[config.mk]
export PLATFORM = sky130hd
export DESIGN_NAME = tt_settle_timer
export DESIGN_NICKNAME = d
export VERILOG_FILES = /design/src/rtl/tt_chk_pkg.sv /design/src/rtl/tt_settle_timer.sv
export SDC_FILE = /design/constraint.sdc
export NUM_CORES = 1
export LEC_CHECK = 0
export CORE_AREA = 2 2 39 41
export DETAILED_ROUTE_END_ITERATION = 8
export DIE_AREA = 0 0 41 43
export REMOVE_ABC_BUFFERS = 1
export SETUP_SLACK_MARGIN = 0.02
export SLEW_MARGIN = 30
export SYNTH_ARGS = -nofsm -noshare
export SYNTH_HDL_FRONTEND = slang
export SYNTH_SLANG_ARGS = --single-unit
[constraint.sdc]
create_clock -name clk -period 1.5 [get_ports clk]
set_input_delay 0.3 -clock clk [delete_from_list [all_inputs] [get_ports clk]]
set_output_delay 0.3 -clock clk [all_outputs]
set_load 0.02 [all_outputs]
[src/rtl/tt_chk_pkg.sv]
// tt_chk_pkg: shared FSM encoding and sizing for the truth-table response checker
package tt_chk_pkg;
  typedef enum logic [1:0] {IDLE, DRIVE, SAMPLE, DONE} state_t;
  localparam int N_IN_DFLT = 4;
  localparam int N_PAT = 2 ** N_IN_DFLT;
  localparam int CNT_W = 4;
endpackage

[src/rtl/tt_settle_timer.sv]
// tt_settle_timer: counts the cycles a pattern has been held and pulses when it has settled
// ports: clk, rst (async, active high), clear (restart count), enable (count while driving),
//        expired (high in the cycle the count reaches SETTLE-1)
module tt_settle_timer
  import tt_chk_pkg::*;
#(
  parameter int SETTLE = 2
) (
  input  logic clk,
  input  logic rst,
  input  logic clear,
  input  logic enable,
  output logic expired
);
  logic [CNT_W-1:0] cnt;
  assign expired = enable && cnt == CNT_W'(SETTLE - 1);
  always_ff @(posedge clk or posedge rst)
    if (rst) cnt <= '0;
    else if (clear || expired) cnt <= '0;
    else if (enable) cnt <= cnt + CNT_W'(1);
endmodule

==> results.md <==
* Initial antenna violation count at 0
* TritonCTS Sinks at 4
* Top reg by flops: cnt
* Synthesized cell area at between 200 and 250 um^2
* Die W at around 41 um
* Worst-path clk slew at 0.04 ns
* Layout cells sized above 1 at 0.375
* Worst Tran Pin Value at ~0.15 ns
* Critical path fanouts, max at 2
* #FFs+latches synth at 4
* Clk buf depth at 2
* Die height at roughly 43 um
* DR vias at between 150 and 200
* Worst rel slew slack at 0.897
* Routed WL at slightly below 400 um
* Total power at 311 uW
* CP Launch Point: enable
* Final hold violations at 0
* Nets at 40
* CTS Root Cell: clkbuf_4
* Yosys top cell area share at 0.452
* RR Startpoint: cnt[0]$_DFFE_PP0P_
* Pre-CTS setup slack at -0.436 ns
* Number of flops mapped to enable cells by yosys at 0
* Total GRT Usage at 0.0636
* Fillers at ~150
* CP max stage cell: clkdlybuf4s50_1
* Status: finished clean
* Synth Warn # at 0
* R2R depth at 4
* Tcrit/Tclk final at 0.970
* CP required at between 1 and 1.5 ns
* FP Rows at 14
* # IOs at 5
* CP peak stage delay at just under 0.5 ns
* DIE AREA at ~0.0018 mm^2
* Pwr/cell area at 907 mW/mm^2
* HP Class: in2async
* H-tree depth at 1
* Startpoint Class: primary input
* Critical-path cell list: clkdlybuf4s50_1 > and4bb_4 > buf_6
* First-pass GRT wire length at roughly 700 um
* Sequential share of the synthesized area at 0.452
* Largest net degree at the start of global routing at 6
* GPL Wtd Cong at about 0.65
* Setup violators final at 0
* Worst Setup End Kind: output pin
* DRC viols at 0
* Vias/cell at around 3.4
* Post-route insts no fill at 48
* Ys flop type: dfrtp_1
* R2R Path End: cnt[1]$_DFFE_PP0P_
* CTS tree: yes
* Port Buffers at 4
* Max reg flops at 4
* Layout area overhead at 54.8%
* Initial core utilization at 0.160
* Routed len/inst at 8.25 um
* Worst skew pair latency at approximately 0.23 ns
* Synth top area cells: dfrtp_1 45%, ha_1 11%, xor2_1 7.9%, and4bb_4 7.3%, nor2_1 6.8%
* Setup Crit Path Kind: in2out
* CP Data Arrival Time at ~1.2 ns
* Biggest regs: cnt (4)
* Post-synth cell types at 11
* Worst IR Drop VDD at about 280 uV
* Num CTS Buffers at 3
* Vias in the first global route at 180
* Post-route ant nets at 0
* Unrepaired setup endpoints after global routing: yes
* Final worst slack at between 0.04 and 0.05 ns
* Pleak at around 0.00016 uW
* Critical Path End: expired
* Reg2reg setup slack at around 0.19 ns
* Initial DRC count at 0
* Avg Inst Size Synth at about 11 um^2
* Placed Cells incl. Taps at 45
* Share of synthesized flip-flops with an asynchronous set or reset at 1.00
* Clock Skew at 0.00140 ns
* Mapped Cells at 20
* Max-cap violations at 0
* Core Area at ~0.0014 mm^2
* Total negative slack at 0 ns
* Detailed Routing Iterations Pass 1 at 1
* Grt total ovfl at 0
* Cell taking the most area after synthesis: dfrtp_1
* Fin. max-slew vios at 0
* Setup Fix Bufs, Post-CTS at 0
* Top cells by count, synth: 4 x dfrtp_1, 4 x nor2_1, 2 x ha_1, 2 x inv_1, 2 x xor2_1
* Antenna Diode Count at 0
* Max Fclk at ~700 MHz
* Tmin final at 1.45 ns
[cells by family (layout without fill, tap and decap cells)]
kind of cell | Yosys count | after routing | share of synthesized area
AO/OA/AOI/OAI | 1 | 1 | 0.0565
XOR/XNOR | 3 | 3 | 0.119
adder cells (fa/ha/maj) | 2 | 2 | 0.113
buffers and inverters | 2 | 14 | 0.0339
flip-flops | 4 | 4 | 0.452
AND/OR/NAND/NOR | 8 | 8 | 0.226
[cell type report]
type,count,area (um^2),area share
multi-input cells,14,114,0.332
inverters,2,7.51,0.0219
repair buffers,9,78.8,0.230
well taps,16,20.0,0.0584
flip-flops and latches,4,100,0.292
clock buffers,3,22.5,0.0657
[stage by stage]
stage          utilization  hold WS [ns]  cell area, um^2
3_5_place_dp         0.231         0.499              319
3_3_place_gp         0.231         0.493              319
5_1_grt              0.248         0.273              343
2_1_floorplan            -        0.0661              221
4_1_cts              0.248         0.249              343
6_report             0.248         0.250              343
[worst min-delay path by stage]
| stage | startpoint | to | slack [ns] | cells after the start |
|---|---|---|---|---|
| after floorplan | rst | cnt[0]$_DFFE_PP0P_ | 0.07 | 1 |
| after global placement | rst | cnt[3]$_DFFE_PP0P_ | 0.49 | 2 |
| after detailed placement | rst | cnt[2]$_DFFE_PP0P_ | 0.50 | 2 |
| after CTS | rst | cnt[0]$_DFFE_PP0P_ | 0.25 | 2 |
| after global routing | rst | cnt[0]$_DFFE_PP0P_ | 0.27 | 2 |
| final | rst | cnt[0]$_DFFE_PP0P_ | 0.25 | 2 |
[critical path: cells and delay by family]
kind | cells | cell delay [ns]
buffers and inverters | 2 | 0.60
AND/OR/NAND/NOR | 1 | 0.25
[placed cells by master, fill, tap and decap left out]
cell type	synthesis	layout
a211oi_2	1	1
and4bb_4	1	1
buf_4	0	5
buf_6	0	1
clkbuf_4	0	3
clkdlybuf4s50_1	0	3
dfrtp_1	4	4
ha_1	2	2
inv_1	2	2
nand2_1	1	1
nand4_1	1	1
nor2_1	4	4
or2_4	1	1
xnor2_1	1	1
xor2_1	2	2
[metal layers]
layer  vias to the layer above  share of wire  GRT usage
met5                         -              0          0
met4                         0              0     0.0800
met3                         0          0.051     0.0157
met2                         3           0.47     0.0688
met1                        72           0.47     0.0850
li1                         89              -          -
[where the power goes]
group / switching [uW] / internal (uW)
logic: 26.6 / 35.6
registers: 3.65 / 115
clock network: 41.1 / 89.3
[timing repair]
| item | in CTS | in global routing |
|---|---|---|
| resized for setup | 6 | 0 |
| hold buffers | 0 | 0 |
| cloned | 0 | 0 |
| endpoints found under the setup margin | 1 | 1 |
Power figures use the tool's default switching activity.
